**config.mk**
```make
export PLATFORM = sky130hd
export DESIGN_NAME = seg8_4_scan_flat
export DESIGN_NICKNAME = d
export VERILOG_FILES = /design/src/rtl/seg8_4_pkg.sv /design/src/rtl/seg8_4_scan_if.sv /design/src/rtl/seg_hex_decode.sv /design/src/rtl/seg8_4_scan.sv /design/src/flat_wrapper.sv
export SDC_FILE = /design/constraint.sdc
export NUM_CORES = 1
export LEC_CHECK = 0
export ABC_CLOCK_PERIOD_IN_PS = 7750
export BUFFER_PORTS_ARGS = -buffer_cell sky130_fd_sc_hd__buf_4
export CAP_MARGIN = 5
export CORE_MARGIN = 10
export CORE_UTILIZATION = 58
export DETAILED_ROUTE_END_ITERATION = 10
export PLACE_DENSITY = 0.91
export SETUP_SLACK_MARGIN = 0.5
export SYNTH_ARGS = -nofsm -noshare
export SYNTH_HDL_FRONTEND = slang
export SYNTH_SLANG_ARGS = --single-unit
```
**constraint.sdc**
```tcl
create_clock -name clk_50m -period 7.75 [get_ports clk_50m]
set_input_delay 0.3875 -clock clk_50m [delete_from_list [all_inputs] [get_ports clk_50m]]
set_output_delay 0.3875 -clock clk_50m [all_outputs]
set_load 0.02 [all_outputs]
```
**src/rtl/seg8_4_pkg.sv**
```systemverilog
// Shared constants for the 4-digit 7-segment scan driver: digit count,
// segment bit positions and the hex-to-segment table (active-high gfedcba).
package seg8_4_pkg;

   localparam int DIGITS = 4;

   localparam int SEG_A  = 0;
   localparam int SEG_B  = 1;
   localparam int SEG_C  = 2;
   localparam int SEG_D  = 3;
   localparam int SEG_E  = 4;
   localparam int SEG_F  = 5;
   localparam int SEG_G  = 6;
   localparam int SEG_DP = 7;

   // Entry n is the gfedcba pattern for hex digit n (index 15 listed first).
   localparam logic [15:0][6:0] HEX_SEG = {
      7'h71, 7'h79, 7'h5E, 7'h39, 7'h7C, 7'h77, 7'h6F, 7'h7F,
      7'h07, 7'h7D, 7'h6D, 7'h66, 7'h4F, 7'h5B, 7'h06, 7'h3F
   };

endpackage

```
**src/rtl/seg8_4_scan_if.sv**
```systemverilog
// Display bus between the value source and the scan driver: value and dots in,
// digit enables and segment lines out.
interface seg8_4_scan_if;
   import seg8_4_pkg::*;

   logic [4*DIGITS-1:0] number;
   logic [DIGITS-1:0]   dot;
   logic [DIGITS-1:0]   sel;
   logic [7:0]          seg;

   modport master (output number, output dot, input sel, input seg);
   modport slave  (input number, input dot, output sel, output seg);

endinterface

```
**src/rtl/seg_hex_decode.sv**
```systemverilog
// Combinational nibble to 7-segment decoder, active-high, bit order gfedcba.
module seg_hex_decode
   import seg8_4_pkg::*;
(
   input  logic [3:0] nibble,
   output logic [6:0] seg7
);

   logic [6:0] pat;

   assign pat = HEX_SEG[nibble];

   always_comb begin
      seg7        = '0;
      seg7[SEG_A] = pat[0];
      seg7[SEG_B] = pat[1];
      seg7[SEG_C] = pat[2];
      seg7[SEG_D] = pat[3];
      seg7[SEG_E] = pat[4];
      seg7[SEG_F] = pat[5];
      seg7[SEG_G] = pat[6];
   end

endmodule

```
**src/rtl/seg8_4_scan.sv**
```systemverilog
// Time-multiplexed 4-digit hex display driver with per-digit dots.
// Define SEG8_4_BLANK_EN to blank leading zeros on digits 3..1.
module seg8_4_scan
   import seg8_4_pkg::*;
#(
   parameter int SCAN_DIV_W     = 15,
   parameter int SEL_ACTIVE_LOW = 1,
   parameter int SEG_ACTIVE_LOW = 1
) (
   input  logic          clk_50m,
   input  logic          rst_n,
   seg8_4_scan_if.slave  bus
);

   // Inactive output levels double as the polarity XOR masks.
   localparam logic [DIGITS-1:0] SEL_OFF = (SEL_ACTIVE_LOW != 0) ? '1 : '0;
   localparam logic [7:0]        SEG_OFF = (SEG_ACTIVE_LOW != 0) ? '1 : '0;
   localparam logic [SCAN_DIV_W-1:0] PRESC_ONE = 1;

   logic [SCAN_DIV_W-1:0] prescaler;
   logic                  tick;
   logic [1:0]            idx;
   logic [1:0]            idx_next;
   logic [3:0]            nibble;
   logic [6:0]            hex_seg;
   logic [DIGITS-1:0]     blank;
   logic [DIGITS-1:0]     sel_on;
   logic [7:0]            seg_on;
   logic [DIGITS-1:0]     sel_q;
   logic [7:0]            seg_q;

   assign tick     = &prescaler;
   assign idx_next = idx + 2'd1;
   assign nibble   = bus.number[{idx_next, 2'b00} +: 4];

   seg_hex_decode u_hex_decode (
      .nibble (nibble),
      .seg7   (hex_seg)
   );

`ifdef SEG8_4_BLANK_EN
   // A digit is blank only while it and every more-significant nibble are zero.
   always_comb begin
      blank    = '0;
      blank[3] = (bus.number[15:12] == 4'h0);
      blank[2] = blank[3] & (bus.number[11:8] == 4'h0);
      blank[1] = blank[2] & (bus.number[7:4] == 4'h0);
   end
`else
   assign blank = '0;
`endif

   always_comb begin
      sel_on                = 4'b0001 << idx_next;
      seg_on                = '0;
      seg_on[SEG_G:SEG_A]   = blank[idx_next] ? 7'h00 : hex_seg;
      seg_on[SEG_DP]        = bus.dot[idx_next];
   end

   always_ff @(posedge clk_50m or negedge rst_n) begin
      if (!rst_n) begin
         prescaler <= '0;
         idx       <= 2'd3;
         sel_q     <= SEL_OFF;
         seg_q     <= SEG_OFF;
      end else begin
         prescaler <= prescaler + PRESC_ONE;
         if (tick) begin
            idx   <= idx_next;
            sel_q <= sel_on ^ SEL_OFF;
            seg_q <= seg_on ^ SEG_OFF;
         end
      end
   end

   assign bus.sel = sel_q;
   assign bus.seg = seg_q;

endmodule

```
**src/flat_wrapper.sv**
```systemverilog
// flat-port wrapper written by rule: the top's interface ports become plain ports
module seg8_4_scan_flat import seg8_4_pkg::*;
#(
   parameter int SCAN_DIV_W     = 15,
   parameter int SEL_ACTIVE_LOW = 1,
   parameter int SEG_ACTIVE_LOW = 1
)
  (clk_50m, rst_n, bus_number, bus_dot, bus_sel, bus_seg);
  seg8_4_scan_if bus_i ();
  input  logic clk_50m;
  input  logic rst_n;
  input wire logic [$bits(bus_i.number)-1:0] bus_number;
  input wire logic [$bits(bus_i.dot)-1:0] bus_dot;
  output wire logic [$bits(bus_i.sel)-1:0] bus_sel;
  output wire logic [$bits(bus_i.seg)-1:0] bus_seg;
  assign bus_i.number = bus_number;
  assign bus_i.dot = bus_dot;
  assign bus_sel = bus_i.sel;
  assign bus_seg = bus_i.seg;
  seg8_4_scan #(.SCAN_DIV_W(SCAN_DIV_W), .SEL_ACTIVE_LOW(SEL_ACTIVE_LOW), .SEG_ACTIVE_LOW(SEG_ACTIVE_LOW)) u_core (.clk_50m(clk_50m), .rst_n(rst_n), .bus(bus_i));
endmodule
```
# After elaboration in Yosys (flattened, before gate mapping)
# Memory sizes are Yosys's and may differ from the RTL's.
# Index checks and enable logic that the tools add are counted.
[classes]
muxes = 6
bitwise_logic = 2
reduce_logical = 1
addsub = 2
shift = 2
n_lt_le_gt_ge = 2
[op_table]
columns = ["cell", "count"]
rows = [
  ["variable part select 16 x 5 -> 4 bit", 1],
  ["adder 15 x 1 -> 15 bit, second input constant", 1],
  ["AND reduction 15 bit", 1],
  ["2-to-1 mux 7 bit", 2],
  ["NOT 8 bit", 1],
  ["less-than comparator 4 x 5 -> 1 bit, second input constant", 1],
  ["binary-select mux 1 bit (select 2 bit)", 2],
  ["NOT 4 bit", 1],
  ["<< shifter 1 x 2 -> 4 bit, first input constant", 1],
  ["less-than comparator 2 x 3 -> 1 bit, second input constant", 1],
  ["adder 2 x 1 -> 2 bit, second input constant", 1],
  ["2-to-1 mux 1 bit", 2],
]
[totals]
mem_bits_ro = 112
n_memories = 1
output_inout_bits = 12
ff_bits = 29
word_cells = 20
[mem_list]
columns = ["memory", "depth", "word_bits", "read_ports", "rd_clocked_by_memory_dff", "write_ports", "line_no", "text"]
rows = [
  ["(no name shown)", 16, 7, 1, 0, 0, "seg_hex_decode.sv:11", "assign pat = HEX_SEG[nibble];"],
]

# Logic depth before layout (Yosys ltp)
[logic_depth]
ltp_word = 6
depth_mapped = 9

# Modules after synthesis
# A second synthesis with hierarchy kept.
[hier_totals]
cells_unflattened = 143
area_unflattened_um2 = 1706.6
[modules_own_cells]
columns = ["mod", "cells_each", "seq_area_each_um2", "area_each_um2", "instances"]
rows = [
  ["seg8_4_scan", 110, 743.2, 1416.4, 1],
  ["seg_hex_decode", 33, 0.0, 290.3, 1],
]

# Worst setup path before layout
# No wires, ideal clock.
[synth_timing]
kind = "reg-to-reg"
startpoint = "register u_core.idx[0]"
endpoint = "register u_core.seg_q[1], in the netlist u_core.bus.seg[1]"
n_path_buf = 1
stages_incl_launch_ff = 10
setup_slack_ns = 5.255
t_arrival_ns = 2.413
required_ns = 7.668
setup_ns = 0.082
period_less_slack_ns = 2.495
cell_sequence = "dfstp_2 -> buf_2 -> inv_1 -> ha_1 -> mux4_2 -> inv_1 -> ha_1 -> o21ai_0 -> mux2i_1 -> mux2_2"
[synth_between]
elab_chain_len = 6
word_cells_on_any_way = 8
cone_classes = "add/sub (1); shift (1); mux (4); bitwise (1); memory (1)"
[synth_rtl]
columns = ["element", "line_no", "text"]
rows = [
  ["start: declaration", "seg8_4_scan.sv:22", "logic [1:0] idx;"],
  ["start signal: assignment", "seg8_4_scan.sv:69", "idx <= idx_next;"],
  ["adder 2 x 1 -> 2 bit *", "seg8_4_scan.sv:33", "assign idx_next = idx + 2'd1;"],
  ["net u_core.idx_next[0]", "seg8_4_scan.sv:23", "logic [1:0] idx_next;"],
  ["variable part select 16 x 5 -> 4 bit", "seg8_4_scan.sv:34", "assign nibble = bus.number[{idx_next, 2'b00} +: 4];"],
  ["memory (16 x 7 bit)", "n/a", ""],
  ["2-to-1 mux 7 bit (implied by the code)", "seg_hex_decode.sv:11", ""],
  ["2-to-1 mux 7 bit *", "seg8_4_scan.sv:56", "seg_on[SEG_G:SEG_A] = blank[idx_next] ? 7'h00 : hex_seg;"],
  ["NOT 8 bit (no source line) *", "n/a", ""],
  ["end signal: assignment", "seg8_4_scan.sv:71", "seg_q <= seg_on ^ SEG_OFF;"],
  ["end: declaration", "seg8_4_scan.sv:30", "logic [7:0] seg_q;"],
]
# Mark *: on every way through the listed nets, which the timed path passes. The rest lies on a longest branch. The select of a mux whose other input is x is not followed.
# A chain may end at the register's enable or synchronous reset.

# Worst setup path in the final report
# Ends and elaborated chain as after synthesis.

==> reports/results.ini <==
[clock_tree]
clock_latency_ns=0.33
clock-root-buffer=clkbuf_4
post_cts_resized=0
clockBufferDepth=2
clk_pin_slew_ns=0.10
cts_sinks=29
cts_tree=built
numCtsBuffers=5
cts.htree.levels=2

[timing]
rsz0062_at_grt=no
slew_headroom_pct=39.9
setup_violations=0
worst_slew_pin_slew_ns=0.895
slew_violations=0
clock_skew_ns=0.00967
min_period_ns=2.71
hold_viol_final=0
fin_tns_setup_ns=0
hold_slack_ns=0.456
period_share_pct=35.0
fmax_mhz=369

[route]
wl_per_cell_um=17.6
drc_errors=0
antenna_left=0
vias=1223
drtIter0Drc=73
viasPerCell=5.77
first_pass_iters=4
wl_um=3740

[worst_setup_path]
cp_slowest_cell=dfstp_2
arrival_ns=2.97
crit_chain=inv_1, ha_1, mux4_2, inv_1, ha_1, o21ai_0, mux2i_1, mux2_2
crit_path_end_kind=flop
cp.required_ns=8.01
crit_start=u_core.idx[0]
max_stage_delay_ns=0.67
r2r_end=u_core.bus.seg[1]
rr_worst_depth=8
cp_max_fo=8
cp.depth=8
path_class=flop to flop
setup.worst_path.end=u_core.bus.seg[1]
rrSetupSlack_ns=5.04
worst_setup_path_start_kind=flop
crit_family=multiplexers
crit_buf_inv=2
timing.rr.start=u_core.idx[0]

[synth]
synth_cell_types=36
avgSynthCellArea_um2=11.5
ys_warn_count=0
netlist_area_mm2=0.00164
synth_seq_area_share_pct=45.3
syn_nets=176
synth_seq_cells=29
synthCells=143

[cells_and_area]
area_growth_pct=20.7
num-nets-final=213
diodes=0
final_layout_size_suffix_gt1_share_pct=38.7
stdcell_count=212

[power]
p_leak_uw=0.000898
power.total_uw=292
p_per_area_mw_per_mm2=147
worst_ir_drop_vdd_uv=139

[die]
ios=34
coreArea_mm2=0.00273
fp-row-count=19
start_util_pct=60.0
dieWidth_um=73.2
fp.dieH_um=73.2
dieArea_mm2=0.00536

[placement]
dpl.cell_count=203
io_buffers=33
place_congestion=0.807
dpl.hpwl_um=2890

[global_routing]
antenna_found_initial=0
grt_max_degree=30
overflow=0
first_global_vias=1240
grt_first_pass_wirelength_um=6180
grt_use_total_pct=14.7

[hold_path]
hold_class=primary input to flop
min_path_cells=3

[job]
max_cap_violations=0

[status]
outcome=finished clean

metrics by stage:
stage	instance area [µm²]	setup slack, ns	utilization, %
after floorplan	1640	5.26	-
after global placement	1900	5.26	69.5
after detailed placement	1900	5.06	69.5
after CTS	1980	5.04	72.4
after global routing	1980	4.86	72.4
final	1980	5.04	72.4
per-layer routing:
layer / track usage [%] / share of wire [%]
met1: 17.1 / 41
met3: 6.26 / 6.5
met5: 0 / 0
met2: 24.1 / 50
met4: 3.80 / 2.3
layout make-up:
| cell class | instances | area (µm²) |
|---|---|---|
| well taps | 31 | 38.8 |
| repair buffers | 34 | 258 |
| inverters | 8 | 30.0 |
| clock buffers | 7 | 65.1 |
| clock inverters | 1 | 5.00 |
| fillers | 182 | 753 |
| flip-flops and latches | 29 | 743 |
| multi-input cells | 102 | 841 |
worst min path at each step:
stage | slack [ns] | start | to
6_report | 0.46 | bus_dot[2] | u_core.bus.seg[7]
5_1_grt | 0.44 | bus_dot[1] | u_core.bus.seg[7]
4_1_cts | 0.43 | bus_dot[2] | u_core.bus.seg[7]
3_5_place_dp | 0.33 | rst_n | u_core.prescaler[10]
3_3_place_gp | 0.32 | rst_n | u_core.prescaler[10]
2_1_floorplan | 0.09 | rst_n | u_core.prescaler[0]
what timing repair did:
action,CTS,global route
hold buffers,1,0
hold endpoints to repair,15,0
buffers inserted,0,0
state kept, by name, indices dropped and copies added, names as in the netlist:
signal	cells
u_core.bus.sel	4
u_core.idx	2
u_core.bus.seg	8
u_core.prescaler	15
worst reg2reg max path, stage by stage, from the launching register on:
cell	delay, ns
dfstp_2	0.67
inv_1	0.15
ha_1	0.47
mux4_2	0.42
inv_1	0.16
ha_1	0.26
o21ai_0	0.16
mux2i_1	0.09
mux2_2	0.26
where the power goes:
group | total [µW] | internal (µW) | leakage, µW | switching, µW
Combinational | 30.8 | 15.9 | 0.000516 | 14.9
Clock | 105 | 52.5 | 0.0000413 | 52.9
Sequential | 156 | 155 | 0.000341 | 1.06
cell usage after synthesis (all sizes together):
cell,number,area [µm²]
a211oi,1,7.51
a21o,1,7.51
a21oi,2,10.0
a31oi,3,18.8
and3,4,25.0
buf,4,26.3
dfrtp,15,375
dfstp,14,368
ha,11,138
inv,8,30.0
mux2,3,33.8
mux2i,2,20.0
mux4,5,113
nand2,13,48.8
nand2b,2,12.5
nand3,8,40.0
nand3b,1,7.51
nand4,3,48.8
nand4b,1,8.76
nor2,7,26.3
nor2b,2,12.5
nor3,2,15.0
nor4,3,25.0
nor4b,1,15.0
o21a,1,7.51
o21ai,8,40.0
o32ai,1,8.76
o41a,1,11.3
or2,1,6.26
or4,1,11.3
xnor2,8,70.1
xor2,6,52.6
cells in the final DEF (no fill, tap or decap), types with 2 or more instances in the layout:
master,synthesis,layout
a21oi_1,2,2
clkbuf_4,0,5
dfrtp_1,15,15
nand2b_1,2,2
a31oi_1,3,3
ha_1,11,11
mux2i_1,2,2
buf_4,0,33
xnor2_1,8,8
dfstp_2,14,14
nand4_4,2,2
mux4_2,5,5
and3_1,4,4
nor4_1,2,2
inv_1,8,8
nand2_1,13,13
nor2b_1,2,2
nor2_1,7,7
o21ai_0,8,8
xor2_1,6,6
nand3_1,8,8
clkbuf_8,0,2
mux2_2,3,3
cell families after synthesis:
kind of cell / share of synthesized area [%]
flops: 45.3
compound gates: 6.79
simple gates: 18.5
xor+xnor: 7.48
buf+inv: 3.43
mux: 10.1
fa+ha+maj: 8.39
No activity file was read; power rests on OpenSTA's default activity.
